--- src/rtl/mat_mul_host_ctrl.sv ---
// Host-side initiator for the matrix_multiplication datapath: loads A/B rows, runs compute, reads C into a FIFO.
// Optional compute watchdog enabled by defining MAT_HOST_CTRL_TIMEOUT_EN.
module mat_mul_host_ctrl #(
  parameter int DWIDTH         = 8,
  parameter int AWIDTH         = 7,
  parameter int MAT_MUL_SIZE   = 4,
  parameter int WR_LAT         = 2,
  parameter int RD_LAT         = 4,
  parameter int TIMEOUT_CYCLES = 64
) (
  input  logic                           clk,
  input  logic                           reset,
  input  logic                           in_valid,
  output logic                           in_ready,
  input  logic [MAT_MUL_SIZE*DWIDTH-1:0] in_data,
  output logic                           out_valid,
  input  logic                           out_ready,
  output logic [MAT_MUL_SIZE*DWIDTH-1:0] out_data,
  output logic                           busy,
  output logic                           job_done,
  output logic                           timeout_err,
  output logic                           enable_writing_to_mem,
  output logic                           enable_reading_from_mem,
  output logic [AWIDTH-1:0]              addr_pi,
  output logic [MAT_MUL_SIZE*DWIDTH-1:0] data_pi,
  output logic                           we_a,
  output logic                           we_b,
  output logic                           we_c,
  output logic                           start_mat_mul,
  input  logic                           done_mat_mul,
  input  logic [MAT_MUL_SIZE*DWIDTH-1:0] data_from_out_mat
);
  localparam int RW  = MAT_MUL_SIZE * DWIDTH;
  localparam int IW  = (MAT_MUL_SIZE > 1) ? $clog2(MAT_MUL_SIZE) : 1;
  localparam int CW  = $clog2(MAT_MUL_SIZE + 1);
  localparam int DRW = (WR_LAT > 0) ? $clog2(WR_LAT + 1) : 1;

  typedef enum logic [2:0] {
    S_IDLE, S_LOAD_A, S_LOAD_B, S_WR_DRAIN, S_COMPUTE, S_READ_C, S_FLUSH
  } state_t;

  state_t            state_q;
  logic [IW-1:0]     row_q;
  logic [AWIDTH-1:0] addr_q;
  logic              busy_q;
  logic [DRW-1:0]    drain_q;
  logic [IW-1:0]     rd_idx_q;
  logic [CW-1:0]     rd_out_q;
  logic [IW-1:0]     pop_cnt_q;

  logic [WR_LAT:0]         wr_vld_pipe;
  logic [WR_LAT:0]         wr_isb_pipe;
  logic [WR_LAT:0][RW-1:0] wr_data_pipe;
  logic [RD_LAT:0]         rd_vld_pipe;

  logic [RW-1:0] fifo_q [MAT_MUL_SIZE];
  logic [IW-1:0] wptr_q, rptr_q;
  logic [CW-1:0] cnt_q;

  logic          acc, push, pop, issue, last_row;
  logic [CW:0]   credit_used;

  assign in_ready    = (state_q == S_LOAD_A) || (state_q == S_LOAD_B);
  assign acc         = in_valid && in_ready;
  assign last_row    = (row_q == IW'(MAT_MUL_SIZE - 1));
  assign push        = rd_vld_pipe[RD_LAT];
  assign pop         = out_valid && out_ready;
  // Reads in flight plus rows already buffered may never exceed FIFO depth.
  assign credit_used = {1'b0, rd_out_q} + {1'b0, cnt_q};
  assign issue       = (state_q == S_READ_C) && (credit_used < (CW+1)'(MAT_MUL_SIZE));

  assign enable_writing_to_mem   = in_ready || (state_q == S_WR_DRAIN);
  assign enable_reading_from_mem = (state_q == S_READ_C) || (state_q == S_FLUSH);
  assign start_mat_mul           = (state_q == S_COMPUTE);
  assign we_c                    = (state_q == S_COMPUTE);
  assign addr_pi                 = addr_q;
  assign data_pi                 = wr_data_pipe[WR_LAT];
  assign we_a                    = wr_vld_pipe[WR_LAT] && !wr_isb_pipe[WR_LAT];
  assign we_b                    = wr_vld_pipe[WR_LAT] &&  wr_isb_pipe[WR_LAT];
  assign busy                    = busy_q;
  assign out_valid               = (cnt_q != '0);
  assign out_data                = fifo_q[rptr_q];
  assign job_done                = pop && (pop_cnt_q == IW'(MAT_MUL_SIZE - 1));

`ifdef MAT_HOST_CTRL_TIMEOUT_EN
  localparam int TW = $clog2(TIMEOUT_CYCLES + 1);
  logic [TW-1:0] tmo_cnt_q;
  logic          timeout_q;
  assign timeout_err = timeout_q;
`else
  assign timeout_err = 1'b0;
`endif

  always_ff @(posedge clk or posedge reset) begin
    if (reset) begin
      state_q   <= S_IDLE;
      row_q     <= '0;
      addr_q    <= '0;
      busy_q    <= 1'b0;
      drain_q   <= '0;
      rd_idx_q  <= '0;
      rd_out_q  <= '0;
      pop_cnt_q <= '0;
`ifdef MAT_HOST_CTRL_TIMEOUT_EN
      tmo_cnt_q <= '0;
      timeout_q <= 1'b0;
`endif
    end else begin
      case (state_q)
        S_IDLE: begin
          if (in_valid) begin
            state_q <= S_LOAD_A;
            row_q   <= '0;
          end
        end
        S_LOAD_A: begin
          if (acc) begin
            addr_q <= AWIDTH'(row_q);
            busy_q <= 1'b1;
            if (last_row) begin
              row_q   <= '0;
              state_q <= S_LOAD_B;
            end else begin
              row_q <= row_q + IW'(1);
            end
          end
        end
        S_LOAD_B: begin
          if (acc) begin
            addr_q <= AWIDTH'(row_q);
            if (last_row) begin
              row_q   <= '0;
              drain_q <= '0;
              state_q <= S_WR_DRAIN;
            end else begin
              row_q <= row_q + IW'(1);
            end
          end
        end
        S_WR_DRAIN: begin
          if (drain_q == DRW'(WR_LAT)) begin
            state_q <= S_COMPUTE;
`ifdef MAT_HOST_CTRL_TIMEOUT_EN
            tmo_cnt_q <= '0;
`endif
          end else begin
            drain_q <= drain_q + DRW'(1);
          end
        end
        S_COMPUTE: begin
          if (done_mat_mul) begin
            state_q  <= S_READ_C;
            rd_idx_q <= '0;
          end
`ifdef MAT_HOST_CTRL_TIMEOUT_EN
          else if (tmo_cnt_q == TW'(TIMEOUT_CYCLES - 1)) begin
            state_q   <= S_IDLE;
            busy_q    <= 1'b0;
            timeout_q <= 1'b1;
          end else begin
            tmo_cnt_q <= tmo_cnt_q + TW'(1);
          end
`endif
        end
        S_READ_C: begin
          if (issue) begin
            addr_q   <= AWIDTH'(rd_idx_q);
            rd_idx_q <= rd_idx_q + IW'(1);
            if (rd_idx_q == IW'(MAT_MUL_SIZE - 1)) state_q <= S_FLUSH;
          end
        end
        S_FLUSH: begin
          if (job_done) begin
            state_q <= S_IDLE;
            busy_q  <= 1'b0;
          end
        end
        default: state_q <= S_IDLE;
      endcase
      if (pop) pop_cnt_q <= job_done ? '0 : pop_cnt_q + IW'(1);
      rd_out_q <= rd_out_q + CW'(issue) - CW'(push);
    end
  end

  // Write delay line: addr_pi leads data_pi/we_x by WR_LAT cycles.
  always_ff @(posedge clk or posedge reset) begin
    if (reset) begin
      wr_vld_pipe  <= '0;
      wr_isb_pipe  <= '0;
      wr_data_pipe <= '0;
      rd_vld_pipe  <= '0;
    end else begin
      wr_vld_pipe[0]  <= acc;
      wr_isb_pipe[0]  <= (state_q == S_LOAD_B);
      wr_data_pipe[0] <= in_data;
      for (int i = 1; i <= WR_LAT; i++) begin
        wr_vld_pipe[i]  <= wr_vld_pipe[i-1];
        wr_isb_pipe[i]  <= wr_isb_pipe[i-1];
        wr_data_pipe[i] <= wr_data_pipe[i-1];
      end
      rd_vld_pipe <= {rd_vld_pipe[RD_LAT-1:0], issue};
    end
  end

  always_ff @(posedge clk or posedge reset) begin
    if (reset) begin
      for (int i = 0; i < MAT_MUL_SIZE; i++) fifo_q[i] <= '0;
      wptr_q <= '0;
      rptr_q <= '0;
      cnt_q  <= '0;
    end else begin
      if (push) begin
        fifo_q[wptr_q] <= data_from_out_mat;
        wptr_q <= (wptr_q == IW'(MAT_MUL_SIZE - 1)) ? '0 : wptr_q + IW'(1);
      end
      if (pop) rptr_q <= (rptr_q == IW'(MAT_MUL_SIZE - 1)) ? '0 : rptr_q + IW'(1);
      cnt_q <= cnt_q + CW'(push) - CW'(pop);
    end
  end

endmodule

--- config.mk ---
export PLATFORM = sky130hd
export DESIGN_NAME = mat_mul_host_ctrl
export DESIGN_NICKNAME = d
export VERILOG_FILES = /design/src/rtl/mat_mul_host_ctrl.sv
export SDC_FILE = /design/constraint.sdc
export NUM_CORES = 1
export LEC_CHECK = 0
export CORE_MARGIN = 3
export CORE_UTILIZATION = 54
export DETAILED_ROUTE_END_ITERATION = 10
export HOLD_SLACK_MARGIN = 0.12
export PLACE_DENSITY = 0.8
export SETUP_SLACK_MARGIN = 0.02
export SYNTH_ARGS = -nofsm -noshare
export SYNTH_HDL_FRONTEND = slang
export SYNTH_SLANG_ARGS = --single-unit
--- constraint.sdc ---
create_clock -name clk -period 9.8 [get_ports clk]
set_input_delay 0.98 -clock clk [delete_from_list [all_inputs] [get_ports clk]]
set_output_delay 0.98 -clock clk [all_outputs]
set_load 0.02 [all_outputs]
# [Word level (Yosys, flattened, before mapping)]
# Cells that the tools add are included.
[classes] n_mul=0 div_mod_pow=0 magnitude_cmp=4 reduce_logical=25 eq_ne=24 n_bitwise=2 shifts=0 n_addsub=11 mux=37
[ops] operator="bitwise mux 128 bit" count=1
[ops] operator="2-to-1 mux 32 bit" count=3
[ops] operator="binary-select mux 32 bit (select 2 bit)" count=1
[ops] operator="demux 32 bit (select 2 bit)" count=1
[ops] operator="2-to-1 mux 3 bit" count=10
[ops] operator="2-to-1 mux 2 bit" count=11
[ops] operator="case mux 3 bit (7 select lines)" count=1
[ops] operator="!= test 2 bit, second input constant" count=8
[ops] operator="2-to-1 mux 7 bit" count=2
[ops] operator="case mux 7 bit (2 select lines)" count=1
[ops] operator="adder 2 x 1 -> 2 bit, second input constant" count=6
[ops] operator="equality test 2 bit, second input constant" count=6
[ops] operator="case mux 2 bit (2 select lines)" count=3
[ops] operator="AND reduction 3 bit" count=4
[ops] operator="AND reduction 10 bit" count=1
[ops] operator="nonzero test 2 bit" count=5
[ops] operator="equality test 3 bit, second input constant" count=3
[ops] operator="!= test 2 x 1 -> 1 bit, second input constant" count=4
[ops] operator="logical AND 1 bit" count=7
[ops] operator="adder 3 x 1 -> 3 bit" count=2
[ops] operator="equality test 3 x 2 -> 1 bit, second input constant" count=2
[ops] operator=">= comparator 3 bit, second input constant" count=2
[ops] operator="NOT 2 -> 3 bit" count=2
[ops] operator="subtractor 3 x 1 -> 3 bit" count=2
[ops] operator="other kinds (12)" count=15
[totals] reg_bits=264 inputBits=69 romBits=0 mem_count=0 mem_bits_rw=0 word_cells=124 output_inout_bits=82 latch_bits=0

# [Depth between registers and ports, before layout]
[depth] depth_word=6 mapped_depth=10 ltp_nobuf=10

# [Worst setup path after synthesis]
# Ideal clock, no wire load.
[synth_path] path_type="reg-to-output" start="reg rptr_q[0]" end="out out_data[25]" slack_ns=7.433 stages_incl_launch_ff=4 t_required_ns=8.820 arrival_time_ns=1.387 n_path_buf=2 cell_sequence="dfrtp_1 > buf_2 > buf_2 > mux4_2"
[synth_via] elab_chain_len=4
[synth_lines] item="start, declared" line="57" source="logic [IW-1:0] wptr_q, rptr_q;"
[synth_lines] item="start signal, assigned" line="216" source="if (pop) rptr_q <= (rptr_q == IW'(MAT_MUL_SIZE - 1)) ? '0 : rptr_q + IW'(1);"
[synth_lines] item="NOT 2 -> 3 bit (implied by the code)" line="82" source="assign out_data = fifo_q[rptr_q];"
[synth_lines] item="binary-select mux 32 bit (select 2 bit)" line="82"
[synth_lines] item="2-to-1 mux 32 bit (implied by the code) (2 in a row)" line="82"
[synth_lines] item="end, declared" line="18" source="output logic [MAT_MUL_SIZE*DWIDTH-1:0] out_data,"
# Every way passes these cells. The select of a mux whose other input is x is not followed.

# [Worst setup path in the final report]
[layout_path] start="reg rptr_q[1]" end="out out_data[0]"
# The elaborated chain is that of the path after synthesis.

==> impl_metrics.tcl <==
set metrics [dict create \
    cp_cell_sequence "mux4_2 > clkdlybuf4s50_1" \
    synth_top_flop_cell "dfrtp_1" \
    worstMarginPinSlew_ps 1040 \
    fmax_ghz 0.265 \
    fin_skew_ps 10.7 \
    core-area_um2 18000 \
    status "finished clean" \
    rsz0062_at_grt "no" \
    crit_buf_inv 1 \
    p_int_mw 2.45 \
    num_rows 49 \
    slew_viol_final 0 \
    clock-root-buffer "clkbuf_16" \
    start_kind "flop" \
    synth_cell_type_count 48 \
    wire_per_inst_um 18.8 \
    crit_required_ps 8820 \
    hold_viol 0 \
    slew-limit-headroom_pct 31.0 \
    clock_power_share_pct 28.8 \
    cts_hold_buf 0 \
    yosysWarnings 0 \
    crit_fanout 34 \
    min_period_ps 3780 \
    async_reset_ff_share_pct 100 \
    ant_nets 0 \
    antenna_found_initial 1 \
    cp_top_family "flip-flops" \
    fp.dieW_um 142 \
    chipHeight_um 142 \
    design_area_um2 12200 \
    cts_inserted_buffers 27 \
    grt_usage_pct 18.8 \
    n_antenna_cell 0 \
    peakVddDrop_uv 210 \
    finalSetupViolCount 0 \
    first_global_vias 5856 \
    maxCapViolCount 0 \
    cts_tree "built" \
    ys_seq_elements 259 \
    place.gp.congestion 0.774 \
    htreeDepth 1 \
    firstDrtPassIters 4 \
    cts-resized-gates 0 \
    combPwrFrac_pct 30.4 \
    dieArea_um2 20100 \
    p_leak_nw 5.28 \
    endpoint_kind "output pin" \
    critPathKind "flop to output pin" \
    io_buffers 144 \
    arrival_ps 2800 \
    cellPowerDensity_nw_per_um2 285 \
    path_clk_slew_ps 60 \
    ys_seq_area_share_pct 65.1 \
    syn_area_um2 9950 \
    drtIter0Drc 235 \
    hold_path_class "flop to flop" \
    worst_path_max_delay_cell "dfrtp_2" \
    start_util_pct 55.2 \
    seqPwrFrac_pct 40.8 \
    area_growth_pct 22.7 \
    clock_sinks 259 \
    setup_tns_ps 0 \
    cts_setup_buffers 0 \
    p_sw_share_pct 29.4 \
    placed_area_um2 11300 \
    drt_wl_total_mm 18.4 \
    via_per_inst 5.38 \
    fin_nets 815 \
    clock_latency_ps 520 \
    finalPower_mw 3.48 \
    drc 0 \
    hpwl_mm 11.5 \
    ioPinCount 151 \
    crit_path_max_incr_delay_ps 1030 \
    layout-drive-gt1-share_pct 29.0 \
    period_share_pct 38.6 \
    synth-edff-count 0 \
    cts.path.max_buffers 3 \
    fillers 1235 \
    grt_max_degree 100 \
    switching_power_mw 1.02 \
    avgSynthCellArea_um2 16.3 \
    synthCells 609 \
    grt-ovfl-total 0 \
    num_vias 5255 \
    grt_pass1_wl_mm 30.4 \
]
==> final timing paths <==
path	startpoint	endpoint	slack [ps]	cells past startpoint
hold / removal	rd_vld_pipe[0]	rd_vld_pipe[1]	340	0
min in group asynchronous	reset	data_pi[10]	980	2
setup reg to reg	state_q[0]	rd_out_q[2]	7170	8
hold reg to reg	rd_vld_pipe[0]	rd_vld_pipe[1]	340	0
setup / recovery	rptr_q[1]	out_data[0]	6020	2
max in group asynchronous	reset	rptr_q[0]	7290	3
==> routing by layer <==
metal | GRT usage, % | part of all wire [%]
met1 | 24.2 | 41
met2 | 33.4 | 53
met3 | 3.17 | 4.0
met4 | 5.15 | 2.1
met5 | 0 | 0.092
==> power groups by stage <==
stage | Sequential [mW] | Clock [mW] | Combinational (mW)
final | 1.42 | 1.00 | 1.06
after global routing | 1.45 | 1.07 | 1.14
after CTS | 1.42 | 1.02 | 1.07
after detailed placement | 1.43 | 0 | 1.07
after global placement | 1.41 | 0 | 1.03
after floorplan | 1.35 | 0 | 0.764
==> cells in the mapped netlist (all sizes together) (2+ instances only) <==
cell | n | area, um^2
dfrtp | 259 | 6480
nor2 | 7 | 26.3
buf | 62 | 412
inv | 15 | 58.8
o21a | 3 | 22.5
nand2 | 21 | 86.3
xnor2 | 3 | 26.3
and2 | 3 | 21.3
a21o | 3 | 22.5
mux2 | 129 | 1450
nor2b | 7 | 43.8
fa | 2 | 40.0
a22o | 3 | 26.3
nand4 | 3 | 18.8
nor3 | 4 | 25.0
nand3 | 3 | 15.0
ha | 15 | 188
clkbuf | 2 | 7.51
xor2 | 2 | 17.5
o21ai | 6 | 33.8
o22a | 2 | 17.5
a21oi | 4 | 20.0
mux4 | 32 | 721
nand4b | 3 | 26.3
==> cells by family after synthesis <==
family	Yosys count	share of synthesized area (%)
AOI/OAI and AO/OA	28	2.10
xor gates and xnor gates	5	0.440
muxes	162	21.9
DFF	259	65.1
buffers and inverters	79	4.80
and+or+nand+nor	58	3.24
other	1	0.0377
adders and majority gates	17	2.29
==> per-stage QoR <==
stage                     worst slack [ps]  std cells  hold slack (ps)  utilization (%)
after floorplan                       1690        614              331                -
after global placement                6420        929              331             62.9
after detailed placement              6430        929              335             62.9
after CTS                             6030        977              339             67.7
after global routing                  5940        977              351             67.7
final                                 6020        977              345             67.7
==> cells in the final DEF, fill, tap and decap left out, drive strengths merged, types with 6 or more instances in the layout <==
cell type        n
dfrtp          259
clkdlybuf4s50  144
mux2           129
clkbuf          40
mux4            32
nand2           21
inv             16
ha              15
nor2             7
nor2b            7
conb             6
buf              6
o21ai            6
==> flip-flops by register name, summed over array words and instances, names as in the netlist, 3 cells and up <==
signal / count
wr_vld_pipe: 3
rd_out_q: 3
cnt_q: 3
wr_data_pipe: 64
state_q: 3
fifo_q: 128
rd_vld_pipe: 5
wr_isb_pipe: 3
data_pi: 32
==> layout make-up <==
type                    count  area [um^2]  area share [%]
clock inverters             8          123            1.00
repair buffers            150         1490            12.2
multi-input cells         276         3010            24.7
flip-flops and latches    259         6480            53.1
clock buffers              40          754            6.18
well taps                 229          287            2.35
inverters                  15         66.3           0.543
(Power assumes the default switching activity.)
